## src/rtl/lock_pkg.sv

```systemverilog
// Shared state definitions for the lock sequencer and the HEX display driver.
package lock_pkg;

    localparam int STATE_W = 4;

    typedef enum logic [STATE_W-1:0] {
        IDLE    = 4'd0,
        ENTRY   = 4'd1,
        CHECK   = 4'd2,
        OPEN    = 4'd3,
        PROGRAM = 4'd4,
        LOCKOUT = 4'd5
    } lock_state_t;

endpackage

```

## src/rtl/button_conditioner.sv

```systemverilog
// Conditions one active-low push button: synchronise, debounce, and emit a
// single-cycle pulse when the debounced level goes from released to pressed.
module button_conditioner #(
    parameter int DEBOUNCE_CYCLES = 500_000
) (
    input  logic Clock,
    input  logic Reset_n,
    input  logic Btn_n,
    output logic Pressed
);

    localparam int CNT_W = (DEBOUNCE_CYCLES > 0) ? $clog2(DEBOUNCE_CYCLES + 1) : 1;
    localparam logic [CNT_W-1:0] CNT_LAST = CNT_W'((DEBOUNCE_CYCLES > 0) ? DEBOUNCE_CYCLES - 1 : 0);

    logic             sync1;
    logic             sync2;
    logic             stable_n;
    logic [CNT_W-1:0] cnt;

    // Two-flop synchroniser; resets to the released level.
    always_ff @(posedge Clock or negedge Reset_n) begin
        if (!Reset_n) begin
            sync1 <= 1'b1;
            sync2 <= 1'b1;
        end else begin
            sync1 <= Btn_n;
            sync2 <= sync1;
        end
    end

    // Accept a new level only after it differs from the stable one for
    // DEBOUNCE_CYCLES consecutive cycles; pulse on the accepted press edge.
    always_ff @(posedge Clock or negedge Reset_n) begin
        if (!Reset_n) begin
            cnt      <= '0;
            stable_n <= 1'b1;
            Pressed  <= 1'b0;
        end else begin
            Pressed <= 1'b0;
            if (sync2 == stable_n) begin
                cnt <= '0;
            end else if (cnt == CNT_LAST) begin
                cnt      <= '0;
                stable_n <= sync2;
                Pressed  <= ~sync2;
            end else begin
                cnt <= cnt + 1'b1;
            end
        end
    end

endmodule

```

## src/rtl/lock_sequence_controller.sv

```systemverilog
// Digital lock sequencer: serial code entry, compare against a
// reprogrammable stored code, failure counting and timed lockout.
module lock_sequence_controller
    import lock_pkg::*;
#(
    parameter int                  CODE_LEN        = 7,
    parameter logic [CODE_LEN-1:0] DEFAULT_CODE    = 7'b1110111,
    parameter int                  MAX_FAILS       = 3,
    parameter int                  LOCKOUT_CYCLES  = 50_000_000,
    parameter int                  DEBOUNCE_CYCLES = 500_000
) (
    input  logic               Clock,
    input  logic               Reset_n,
    input  logic               X,
    input  logic               Enter_n,
    input  logic               Lock_n,
    input  logic               Program,
    output logic               Open,
    output logic               LockedOut,
    output logic [STATE_W-1:0] State,
    output logic [2:0]         BitCount,
    output logic [1:0]         FailCount
);

    localparam int TMR_W = (LOCKOUT_CYCLES > 1) ? $clog2(LOCKOUT_CYCLES) : 1;
    localparam logic [TMR_W-1:0] TMR_LOAD = TMR_W'(LOCKOUT_CYCLES - 1);
    localparam logic [2:0]       LAST_BIT = 3'(CODE_LEN - 1);

    lock_state_t         state;
    logic [CODE_LEN-1:0] code_sr;
    logic [CODE_LEN-1:0] stored;
    logic [CODE_LEN-1:0] shifted;
    logic [TMR_W-1:0]    timer;
    logic                enter_p;
    logic                lock_p;
    logic                last_bit;
    logic                fail_limit;

    button_conditioner #(.DEBOUNCE_CYCLES(DEBOUNCE_CYCLES)) u_enter (
        .Clock   (Clock),
        .Reset_n (Reset_n),
        .Btn_n   (Enter_n),
        .Pressed (enter_p)
    );

    button_conditioner #(.DEBOUNCE_CYCLES(DEBOUNCE_CYCLES)) u_lock (
        .Clock   (Clock),
        .Reset_n (Reset_n),
        .Btn_n   (Lock_n),
        .Pressed (lock_p)
    );

    // First bit entered drifts up to the MSB as later bits arrive.
    assign shifted    = {code_sr[CODE_LEN-2:0], X};
    assign last_bit   = (BitCount == LAST_BIT);
    assign fail_limit = ((int'(FailCount) + 1) == MAX_FAILS);
    assign State      = state;

    // Sequencer FSM with its datapath registers; Lock is checked before
    // Enter everywhere so a simultaneous press resolves to Lock.
    always_ff @(posedge Clock or negedge Reset_n) begin
        if (!Reset_n) begin
            state     <= IDLE;
            code_sr   <= '0;
            stored    <= DEFAULT_CODE;
            BitCount  <= '0;
            FailCount <= '0;
            timer     <= '0;
            Open      <= 1'b0;
            LockedOut <= 1'b0;
        end else begin
            case (state)
                IDLE: begin
                    if (!lock_p && enter_p) begin
                        code_sr  <= shifted;
                        BitCount <= 3'd1;
                        state    <= ENTRY;
                    end
                end
                ENTRY: begin
                    if (lock_p) begin
                        code_sr  <= '0;
                        BitCount <= '0;
                        state    <= IDLE;
                    end else if (enter_p) begin
                        code_sr  <= shifted;
                        BitCount <= BitCount + 3'd1;
                        if (last_bit) state <= CHECK;
                    end
                end
                CHECK: begin
                    BitCount <= '0;
                    if (code_sr == stored) begin
                        FailCount <= '0;
                        Open      <= 1'b1;
                        state     <= OPEN;
                    end else if (fail_limit) begin
                        timer     <= TMR_LOAD;
                        LockedOut <= 1'b1;
                        state     <= LOCKOUT;
                    end else begin
                        FailCount <= FailCount + 2'd1;
                        state     <= IDLE;
                    end
                end
                OPEN: begin
                    if (lock_p) begin
                        Open  <= 1'b0;
                        state <= IDLE;
                    end else if (enter_p && Program) begin
                        code_sr <= '0;
                        Open    <= 1'b0;
                        state   <= PROGRAM;
                    end
                end
                PROGRAM: begin
                    if (lock_p) begin
                        code_sr  <= '0;
                        BitCount <= '0;
                        Open     <= 1'b1;
                        state    <= OPEN;
                    end else if (enter_p) begin
                        code_sr <= shifted;
                        if (last_bit) begin
                            stored   <= shifted;
                            BitCount <= '0;
                            Open     <= 1'b1;
                            state    <= OPEN;
                        end else begin
                            BitCount <= BitCount + 3'd1;
                        end
                    end
                end
                LOCKOUT: begin
                    if (timer == '0) begin
                        FailCount <= '0;
                        LockedOut <= 1'b0;
                        state     <= IDLE;
                    end else begin
                        timer <= timer - 1'b1;
                    end
                end
                default: begin
                    code_sr   <= '0;
                    BitCount  <= '0;
                    Open      <= 1'b0;
                    LockedOut <= 1'b0;
                    state     <= IDLE;
                end
            endcase
        end
    end

endmodule

```

## config.mk

```make
export PLATFORM = sky130hd
export DESIGN_NAME = lock_sequence_controller
export DESIGN_NICKNAME = d
export VERILOG_FILES = /design/src/rtl/lock_pkg.sv /design/src/rtl/button_conditioner.sv /design/src/rtl/lock_sequence_controller.sv
export SDC_FILE = /design/constraint.sdc
export NUM_CORES = 1
export LEC_CHECK = 0
export ABC_AREA = 1
export BUFFER_PORTS_ARGS = -buffer_cell sky130_fd_sc_hd__buf_2
export CELL_PAD_IN_SITES_DETAIL_PLACEMENT = 0
export CELL_PAD_IN_SITES_GLOBAL_PLACEMENT = 1
export CORE_MARGIN = 10
export CORE_UTILIZATION = 42
export DETAILED_ROUTE_END_ITERATION = 12
export GPL_TIMING_DRIVEN = 0
export PLACE_DENSITY_LB_ADDON = 0.1
export SKIP_CTS_REPAIR_TIMING = 1
export SLEW_MARGIN = 20
export SYNTH_ARGS = -nofsm -noshare
export SYNTH_HDL_FRONTEND = slang
export SYNTH_SLANG_ARGS = --single-unit
```

## constraint.sdc

```tcl
create_clock -name Clock -period 1.6 [get_ports Clock]
set_input_delay 0.08 -clock Clock [delete_from_list [all_inputs] [get_ports Clock]]
set_output_delay 0.08 -clock Clock [all_outputs]
set_load 0.1 [all_outputs]
```

== After elaboration in Yosys (flattened, before gate mapping) ==
Cells that the tools add are included.

* Bits in registers: 97
* Word-level logic and storage cells: 134

* Bitwise operators: 9
* Reduce and logical (&&, ||, !) cells: 21
* Mux-type cells: 53
* Add/sub/neg operators: 6
* Equal/unequal tests: 27

{| class="wikitable"
|+ Operators with widths
! operator !! number
|-
| 2-to-1 mux 26 bit || 3
|-
| 2-to-1 mux 19 bit || 4
|-
| one-hot mux 26 bit (2 select lines) || 1
|-
| 2-to-1 mux 4 bit || 10
|-
| adder 19 x 1 -> 19 bit (second input constant) || 2
|-
| equality test 19 bit (second input constant) || 2
|-
| 2-to-1 mux 7 bit || 5
|-
| one-hot mux 7 bit (4 select lines) || 1
|-
| zero test 26 bit || 1
|-
| subtractor 26 x 1 -> 26 bit (second input constant) || 1
|-
| 2-to-1 mux 3 bit || 8
|-
| one-hot mux 4 bit (6 select lines) || 1
|-
| != test 2 bit (second input constant) || 8
|-
| AND reduction 4 bit || 4
|-
| 2-to-1 mux 1 bit || 13
|-
| one-hot mux 3 bit (4 select lines) || 1
|-
| AND reduction 5 bit || 2
|-
| != test 3 x 1 -> 1 bit (second input constant) || 3
|-
| != test 3 x 2 -> 1 bit (second input constant) || 3
|-
| inverter 1 bit || 9
|-
| equality test 4 x 2 -> 1 bit (second input constant) || 2
|-
| equality test 4 x 3 -> 1 bit (second input constant) || 2
|-
| equality test 7 bit || 1
|-
| AND reduction 7 bit || 1
|-
| 21 further kinds || 28
|}

== Longest topological paths before layout ==
Gate-level depths: netlist of run 1.

* Depth in word-level cells: 5
* Depth in mapped cells: 11
* Gate-level depth less buffers: 10

== By module ==
From an unflattened synthesis of run 1, not the netlist that was laid out.

* Cell total of the unflattened synthesis: 758
* Area total of the unflattened synthesis: 5,689.2 um^2

{| class="wikitable"
|+ By module, submodules not included
! module !! sequential area each (um^2) !! area an instance (um^2) !! times used !! cells an instance
|-
| lock_sequence_controller || 1,258.7 || 3,246.9 || 1 || 458
|-
| button_conditioner || 579.3 || 1,221.2 || 2 || 150
|}

== Least setup slack after synthesis of run 1 ==
No wires, ideal clock.

* Path kind: reg2reg
* From: register state[0] (netlist: State[0])
* To: register code_sr[4]
* Period minus slack after synthesis: 2.049 ns
* Stages on the path, launching flop included: 10
* Data required time: 1.526 ns
* Path buffers: 1
* Setup slack: -0.449 ns
* Arrival time: 1.975 ns
* Cell sequence: dfrtp_1 inv_2 nor2_4 nand2_2 nand2_2 nand3_2 nand4_2 buf_6 nand2_1 o21ai_2

* Longest elaborated chain between the ends: 4
* Elaborated cells between the ends (all ways): 15
* Those cells by class: 9 x eq/ne; 1 x mux; 1 x bitwise; 4 x reduce/logical

{| class="wikitable"
|+ RTL lines
! what !! RTL line !! RTL
|-
| from (decl) || lock_sequence_controller.sv:29 || <nowiki>lock_state_t state;</nowiki>
|-
| from (signal assigned) || lock_sequence_controller.sv:63 || <nowiki>state <= IDLE;</nowiki>
|-
| from (signal assigned) || lock_sequence_controller.sv:77 || <nowiki>state <= ENTRY;</nowiki>
|-
| from (signal assigned) || lock_sequence_controller.sv:84 || <nowiki>state <= IDLE;</nowiki>
|-
| equality test 4 x 3 -> 1 bit, or another cell as far along || lock_sequence_controller.sv:72 || <nowiki>case (state)</nowiki>
|-
| OR reduction 2 bit (no line) || n/a ||
|-
| != test 3 x 1 -> 1 bit (no line) / inverter 1 bit (equally long branches) || n/a ||
|-
| AND reduction 5 bit (no line) || n/a ||
|-
| to (signal assigned) || lock_sequence_controller.sv:75 || <nowiki>code_sr <= shifted;</nowiki>
|-
| to (signal assigned) || lock_sequence_controller.sv:86 || <nowiki>code_sr <= shifted;</nowiki>
|-
| to (signal assigned) || lock_sequence_controller.sv:123 || <nowiki>code_sr <= shifted;</nowiki>
|-
| to (decl) || lock_sequence_controller.sv:30 || <nowiki>logic [CODE_LEN-1:0] code_sr;</nowiki>
|}

Parallel ways exist; a longest one is shown, timed or not.
A chain may end at the register's enable or synchronous reset.

== Final worst setup path of run 1 ==
* From: register timer[1]
* To: register timer[11]

* Longest elaborated chain between the ends: 3
* Elaborated cells between the ends (all ways): 6
* Those cells by class: 1 x add/sub; 1 x eq/ne; 2 x mux; 2 x reduce/logical

{| class="wikitable"
|+ RTL lines
! what !! RTL line !! RTL
|-
| from (decl) || lock_sequence_controller.sv:33 || <nowiki>logic [TMR_W-1:0] timer;</nowiki>
|-
| from (signal assigned) || lock_sequence_controller.sv:140 || <nowiki>timer <= timer - 1'b1;</nowiki>
|-
| subtractor 26 x 1 -> 26 bit / zero test 26 bit (equally long branches) || lock_sequence_controller.sv:140, lock_sequence_controller.sv:135 ||
|-
| 2-to-1 mux 26 bit / != test 2 bit (equally long branches) || n/a ||
|-
| one-hot mux 26 bit (2 select lines) / AND reduction 4 bit (equally long branches) || n/a ||
|}

Parallel ways exist; a longest one is shown, timed or not. The select of a mux whose other input is x is not followed.

==> out/metrics.cfg, run 1 <==
[timing]
timing.hold.ws_ns = 0.00701
finalClockSkew_ns = 0.0102
period_needed_ns = 1.61
hold_viol_final = 0
rsz0062_at_grt = yes
fin_crit_sh_pct = 101
finalSetupViolations = 1
fin_ws_ns = -0.00837
fmax_mhz = 622
slew_violations = 0

[status]
outcome = finished with violations
violations = negative setup slack

[grt]
grt_overflow = 0
grt_pass1_wl_mm = 22.6
grt_max_degree = 73
first_global_vias = 4692
antenna_found_initial = 0
grt_use_total_pct = 15.0

[job]
max_cap_violations = 0

[synthesis]
synth_edf_count = 0
ys_warn_count = 0
synth_nets = 804
ys_ff_latch = 96
ys_top_cells_by_area = dfrtp_1 (37%), nand2_1 (14%), nor2_1 (8.2%)
synthFlopType = dfrtp_1
syn_area_sq_um = 5710
post-synth-top-area-cell = dfrtp_1
yosys.cell_types.count = 40
syn_inst = 792
synthArstFlopShare_pct = 100
ys_seq_area_share_pct = 42.3
syn_area_per_cell_sq_um = 7.21
synth_top_cell_area_share_pct = 36.8

[clock_network]
clk_path_buf_depth = 2
h-tree-depth = 3
clock_sinks = 96
cts_root_buf = clkbuf_16
cts_tree = done
cts.clk_slew.worst_paths_ns = 0.06
cts_buffers = 9
clock_latency_ns = 0.35

[place]
hpwl_mm = 9.94
post-place-ws_ns = -0.267
io_buffers = 15
numPlacedInstances = 984
gp_congestion = 0.896

[drt]
drc_errors = 0
wl_met3_um = 338
top_layer = met4
first_pass_iters = 4
wl_per_cell_um = 13.9
wl_met1_mm = 6.82
ant_nets = 0
vias = 5203
dr.first_iter.drc_count = 296
routed_wl_mm = 14.4
vias_per_cell = 5.03
wl_met2_mm = 6.95

[setup_path]
r2r_cells = 10
crit_chain = inv_2 -> ha_4 -> nand2_4 -> nor2_4 -> nand3_2 -> nand2_4 -> nand2_8 -> buf_6 -> nand2_1 -> nand2_1
crit_family = simple AND/OR/NAND/NOR gates
slowest_stage = dfrtp_1
critical_path_peak_fanout = 10
crit_arrival_ns = 1.85
timing.rr.start = timer[1]$_DFFE_PN0P_
slowest_delay_ns = 0.40
crit_required_ns = 1.84
reg2reg_setup_slack_ns = -0.008
crit_type = flop to flop
cp-start-kind = flop
reg2reg_to = timer[11]$_DFFE_PN0P_
end_kind = flop
crit_buf_inv = 2

[die]
die_area_sq_um = 18700
die-height_um = 137
fp.coreArea_sq_um = 13300
rows = 42
start_util_pct = 43.0
die_w_um = 137
io_pins = 17

[final_layout]
final_nets = 866
syn_to_final_growth_pct = 25.1
drive_gt1_share_pct = 25.6
postLayoutCoreUtil_pct = 53.7
antennaDiodeCount = 0
final_cells = 1035

[min_path]
hold_start = X
min_path_type = primary input to flop
min_to = stored[0]$_DFFE_PN1P_
min_path_cells = 3

[power_and_ir_drop]
ir_worst_vdd_mv = 0.518
power_w = 0.00497
p_per_area_nw_per_um2 = 696
p_leak_nw = 3.48

cell usage in the layout, fill, tap and decap left out, drive strengths merged, types with 2 or more instances in the layout:
cell	count
or2	3
dlygate4sd3	3
xnor2	7
clkinv	2
xor2	18
nor3b	6
nor3	20
bufinv	2
nand3	75
a21oi	12
clkinvlp	2
nand4	27
inv	106
o21ai	41
o21a	2
a21o	2
clkbuf	16
dfstp	12
dfrtp	84
nor4	2
nand2	220
buf	55
nand3b	2
ha	6
nor2	130
layer usage:
layer  GRT usage [%]  up-vias
met5               0        -
met4            5.15        0
li1                -     2651
met1            19.2     2477
met3            3.01       17
met2            24.6       58
flip-flops by register name, indices dropped and copies added, names as in the netlist:
register / count
BitCount: 3
Open: 1
u_lock.stable_n: 1
code_sr: 7
u_lock.sync2: 1
u_enter.cnt: 19
LockedOut: 1
u_enter.sync1: 1
u_enter.stable_n: 1
u_enter.Pressed: 1
u_lock.sync1: 1
stored: 7
FailCount: 2
u_lock.Pressed: 1
u_lock.cnt: 19
State: 3
timer: 26
u_enter.sync2: 1
Yosys cell counts (3+ instances only):
master,number
o21ai_2,8
nor2_1,125
nand2_2,5
nand2_4,3
nor3_1,19
nand3_1,71
o21ai_1,15
nand4_1,26
nand3_2,4
ha_1,6
buf_2,5
o21ai_0,18
inv_2,3
dfstp_2,12
xnor2_1,7
nand2_1,211
buf_4,3
nor2_4,3
a21oi_1,10
buf_6,4
or2_2,3
dfrtp_1,84
xor2_1,18
inv_1,101
nor3b_1,6
layout make-up:
cell class | instances | area, sq um
Clock inverter | 5 | 80.1
Tap cell | 176 | 220
Clock buffer | 11 | 243
Multi-Input combinational cell | 577 | 3180
Sequential cell | 96 | 2450
Timing Repair Buffer | 50 | 425
Buffer | 13 | 140
Inverter | 107 | 408
Fill cell | 1275 | 6150
tightest hold or removal path, delay by kind of cell:
family          cells  cell delay, ns
simple gates        1            0.05
buf+inv             1            0.10
compound gates      1            0.09
per-stage QoR:
stage | TNS, ns | instance area, sq um
after CTS | -11.88 | 6400
after global placement | -63.55 | 6050
after detailed placement | -11.24 | 6080
after global routing | -2.03 | 7150
final | -0.00837 | 7150
after floorplan | -0.000672 | 5750
how the worst max path moves through the flow:
stage	from	end	slack [ns]	cells past startpoint
global placement	Reset_n	BitCount[1]$_DFFE_PN0P_	-0.91	1
CTS	timer[0]$_DFFE_PN0P_	timer[24]$_DFFE_PN0P_	-0.28	10
global route	timer[0]$_DFFE_PN0P_	timer[17]$_DFFE_PN0P_	-0.08	10
detailed placement	timer[0]$_DFFE_PN0P_	timer[13]$_DFFE_PN0P_	-0.27	10
finish	timer[1]$_DFFE_PN0P_	timer[11]$_DFFE_PN0P_	-0.008	10
floorplan	State[0]$_DFFE_PN0P_	code_sr[4]$_DFFE_PN0P_	-0.0003	9
logic make-up (layout without fill, tap and decap cells):
group | Yosys count | in the layout | synth area share (%)
other | 1 | 1 | 0.0657
DFF | 96 | 96 | 42.3
buffers and inverters | 120 | 186 | 8.74
xor gates and xnor gates | 25 | 25 | 3.83
AOI/OAI and AO/OA | 60 | 60 | 6.24
adders and majority gates | 6 | 6 | 1.31
and+or+nand+nor | 484 | 485 | 37.5
report_power, final:
| group | internal, W | switching [W] | total, W |
|---|---|---|---|
| logic | 0.0000447 | 0.000109 | 0.000154 |
| clock network | 0.00141 | 0.000944 | 0.00235 |
| registers | 0.00245 | 0.0000159 | 0.00247 |
| total | 0.00391 | 0.00107 | 0.00497 |
Power figures use the tool's default switching activity.
==> inputs of run 2 (changes only) <==
--- a/config.mk
+++ b/config.mk
@@ -14,6 +14,7 @@
 export DETAILED_ROUTE_END_ITERATION = 12
 export GPL_TIMING_DRIVEN = 0
 export PLACE_DENSITY_LB_ADDON = 0.1
+export SETUP_SLACK_MARGIN = 0.02
 export SKIP_CTS_REPAIR_TIMING = 1
 export SLEW_MARGIN = 20
 export SYNTH_ARGS = -nofsm -noshare
==> run 2 against run 1 <==
Compared with the run above: the run ends with negative hold slack, negative setup slack left; utilization grew 1.6 points; hold slack got worse by 0.017 ns; clock power up 9.8%; sequential power barely moved; routed wire length grew 1.8%; combinational power up 7%; first-iteration DRC count rose by 8.8%; final cell count is 0.77% higher; clock-buffer cell count unchanged; design area is 2.9% higher; via count fell by 0.38%; critical path type unchanged; highest routed layer unchanged.
==> out/metrics.cfg, run 2 (synthesis gave the netlist of run 1 again) <==
[power_and_ir_drop]
p_leak_nw = 3.54  ; +1.7%
p_per_area_nw_per_um2 = 709  ; +1.8%
ir_worst_vdd_mv = 0.511  ; -1.3%

[grt]
grt_pass1_wl_mm = 23.3  ; +3.4%
first_global_vias = 4805  ; +2.4%
antenna_found_initial = 0  ; unchanged
grt_overflow = 0  ; unchanged
grt_use_total_pct = 15.2  ; +0.26 points
grt_max_degree = 70  ; -4.1%

[drt]
first_pass_iters = 4  ; unchanged
wl_per_cell_um = 14.0  ; +1.0%
dr.first_iter.drc_count = 322  ; +8.8%
ant_nets = 0  ; unchanged
vias_per_cell = 4.97  ; -1.1%
drc_errors = 0  ; unchanged
routed_wl_mm = 14.6  ; +1.8%
vias = 5183  ; -0.38%

[final_layout]
drive_gt1_share_pct = 28.6  ; +3.0 points
design_area_sq_um = 7350  ; +2.9%
final_cells = 1043  ; +0.77%
final_common_cell = nand2_1
syn_to_final_growth_pct = 28.8
nFillCells = 1252  ; -1.8%
antennaDiodeCount = 0  ; unchanged
final_nets = 874  ; +0.92%
reg_top3 = timer: 26 flops, u_enter.cnt: 19 flops, u_lock.cnt: 19 flops
largest_reg_flops = 26  ; unchanged
mostFrequentLayoutCells = nand2_1 (190), nor2_1 (95), inv_1 (95)
regMostFlops = timer

[setup_path]
slowest_stage = dfrtp_1
cp-start-kind = flop
slowest_delay_ns = 0.39  ; about the same
critical_path_peak_fanout = 8  ; -2
crit_required_ns = 1.84  ; about the same
crit_type = flop to flop
end_kind = flop
crit_buf_inv = 2  ; unchanged
timing.rr.start = timer[1]$_DFFE_PN0P_
crit_family = simple AND/OR/NAND/NOR gates
crit_start = timer[1]$_DFFE_PN0P_
crit_arrival_ns = 1.84  ; about the same
crit_top_cell = nand2_4
crit_chain = inv_2 -> ha_4 -> nand2_4 -> nor2_4 -> nand3_2 -> nand2_4 -> nand2_8 -> clkbuf_16 -> o21ai_4 -> nand2_1

[die]
die-height_um = 137  ; unchanged
die_area_sq_um = 18700  ; unchanged
fp.coreArea_sq_um = 13300  ; unchanged
start_util_pct = 43.0  ; unchanged
io_pins = 17  ; unchanged
die_w_um = 137  ; unchanged
rows = 42  ; unchanged

[place]
io_buffers = 15  ; unchanged
hpwl_mm = 10.0  ; +0.56%
place_area_sq_um = 6080  ; about the same
numPlacedInstances = 984  ; unchanged
post-place-ws_ns = -0.287  ; -0.0198 ns
gp_congestion = 0.874  ; -2.4%

[timing]
hold_viol_final = 1  ; +1
slew_violations = 0  ; unchanged
period_needed_ns = 1.60  ; -0.00764 ns
rsz0062_at_grt = yes
fin_crit_sh_pct = 100  ; -0.48 points
fmax_mhz = 625  ; +0.48%
finalClockSkew_ns = 0.00877  ; -0.00145 ns
fin_ws_ns = -0.000730  ; +0.00764 ns
timing.hold.ws_ns = -0.00950  ; -0.0165 ns
finalSetupViolations = 1  ; unchanged

[clock_network]
cts_root_buf = clkbuf_16
clock_sinks = 96  ; unchanged
h-tree-depth = 3  ; unchanged
cts_buffers = 9  ; unchanged
cts_tree = done
clk_path_buf_depth = 2  ; unchanged
cts.clk_slew.worst_paths_ns = 0.07  ; about the same
clock_latency_ns = 0.35  ; about the same

[min_path]
min_path_type = primary input to flop
hold_start = X

[status]
violations = negative hold slack, negative setup slack
outcome = finished with violations

[job]
max_cap_violations = 0  ; unchanged

run 2: changes by cell type in the layout (fill, tap and decap cells not counted), sizes merged:
cell and change:
buf +9, bufinv +1, clkbuf -1, clkinvlp -1
run 2: path summary, 6_finish.rpt:
| check | cells after the start | slack [ns] | end |
|---|---|---|---|
| min in group asynchronous | 2 | 0.17 | State[1]$_DFFE_PN0P_ |
| hold / removal | 3 | -0.01 | stored[0]$_DFFE_PN1P_ |
| hold reg to reg | 0 | 0.36 | u_enter.sync2$_DFF_PN1_ |
| setup reg to reg | 10 | -0.0007 | timer[13]$_DFFE_PN0P_ |
| max in group asynchronous | 3 | 0.75 | u_enter.sync1$_DFF_PN1_ |
| setup / recovery | 10 | -0.0007 | timer[13]$_DFFE_PN0P_ |
run 2: metal layers:
layer  up-vias  part of all wire [%]  global-route usage [%]
li1       2652                     -                       -
met1      2468                    47                    20.5
met2        50                    50                    24.8
met3        13                   2.1                    2.09
met4         0                   1.1                    4.67
met5         -                     0                       0
run 2: report_power, final:
group | internal [W] | switching, W
registers | 0.00245 | 0.0000192
clock network | 0.00161 | 0.000964
logic | 0.0000514 | 0.000113
total | 0.00411 | 0.00110
run 2: area by class of cell:
type / count / area (sq um) / share of cell area, %
Multi-Input combinational cell: 577 / 3290 / 44.8
Buffer: 13 / 129 / 1.75
Clock buffer: 11 / 253 / 3.44
Sequential cell: 96 / 2460 / 33.4
Clock inverter: 5 / 103 / 1.40
Timing Repair Buffer: 58 / 487 / 6.62
Tap cell: 176 / 220 / 2.99
Inverter: 107 / 410 / 5.58
run 2: worst register-to-register path, delay by kind of cell, from the launching register on:
| kind | cells | cell delay [ns] |
|---|---|---|
| adder cells (fa/ha/maj) | 1 | 0.17 |
| buffers and inverters | 2 | 0.28 |
| AND/OR/NAND/NOR | 6 | 0.61 |
| flip-flops | 1 | 0.39 |
| AO/OA/AOI/OAI | 1 | 0.05 |
run 2: stage by stage:
stage | hold WS, ns | TNS, ns | total power [W] | util, %
6_report | -0.00950 | -0.000730 | 0.00521 | 55.3
2_1_floorplan | -0.216 | -0.0129 | 0.00256 | -
3_5_place_dp | -0.0205 | -11.82 | 0.00265 | 45.8
3_3_place_gp | 0.186 | -63.90 | 0.00264 | 45.5
5_1_grt | 0.0226 | -1.69 | 0.00537 | 55.3
4_1_cts | -0.392 | -12.58 | 0.00522 | 48.4
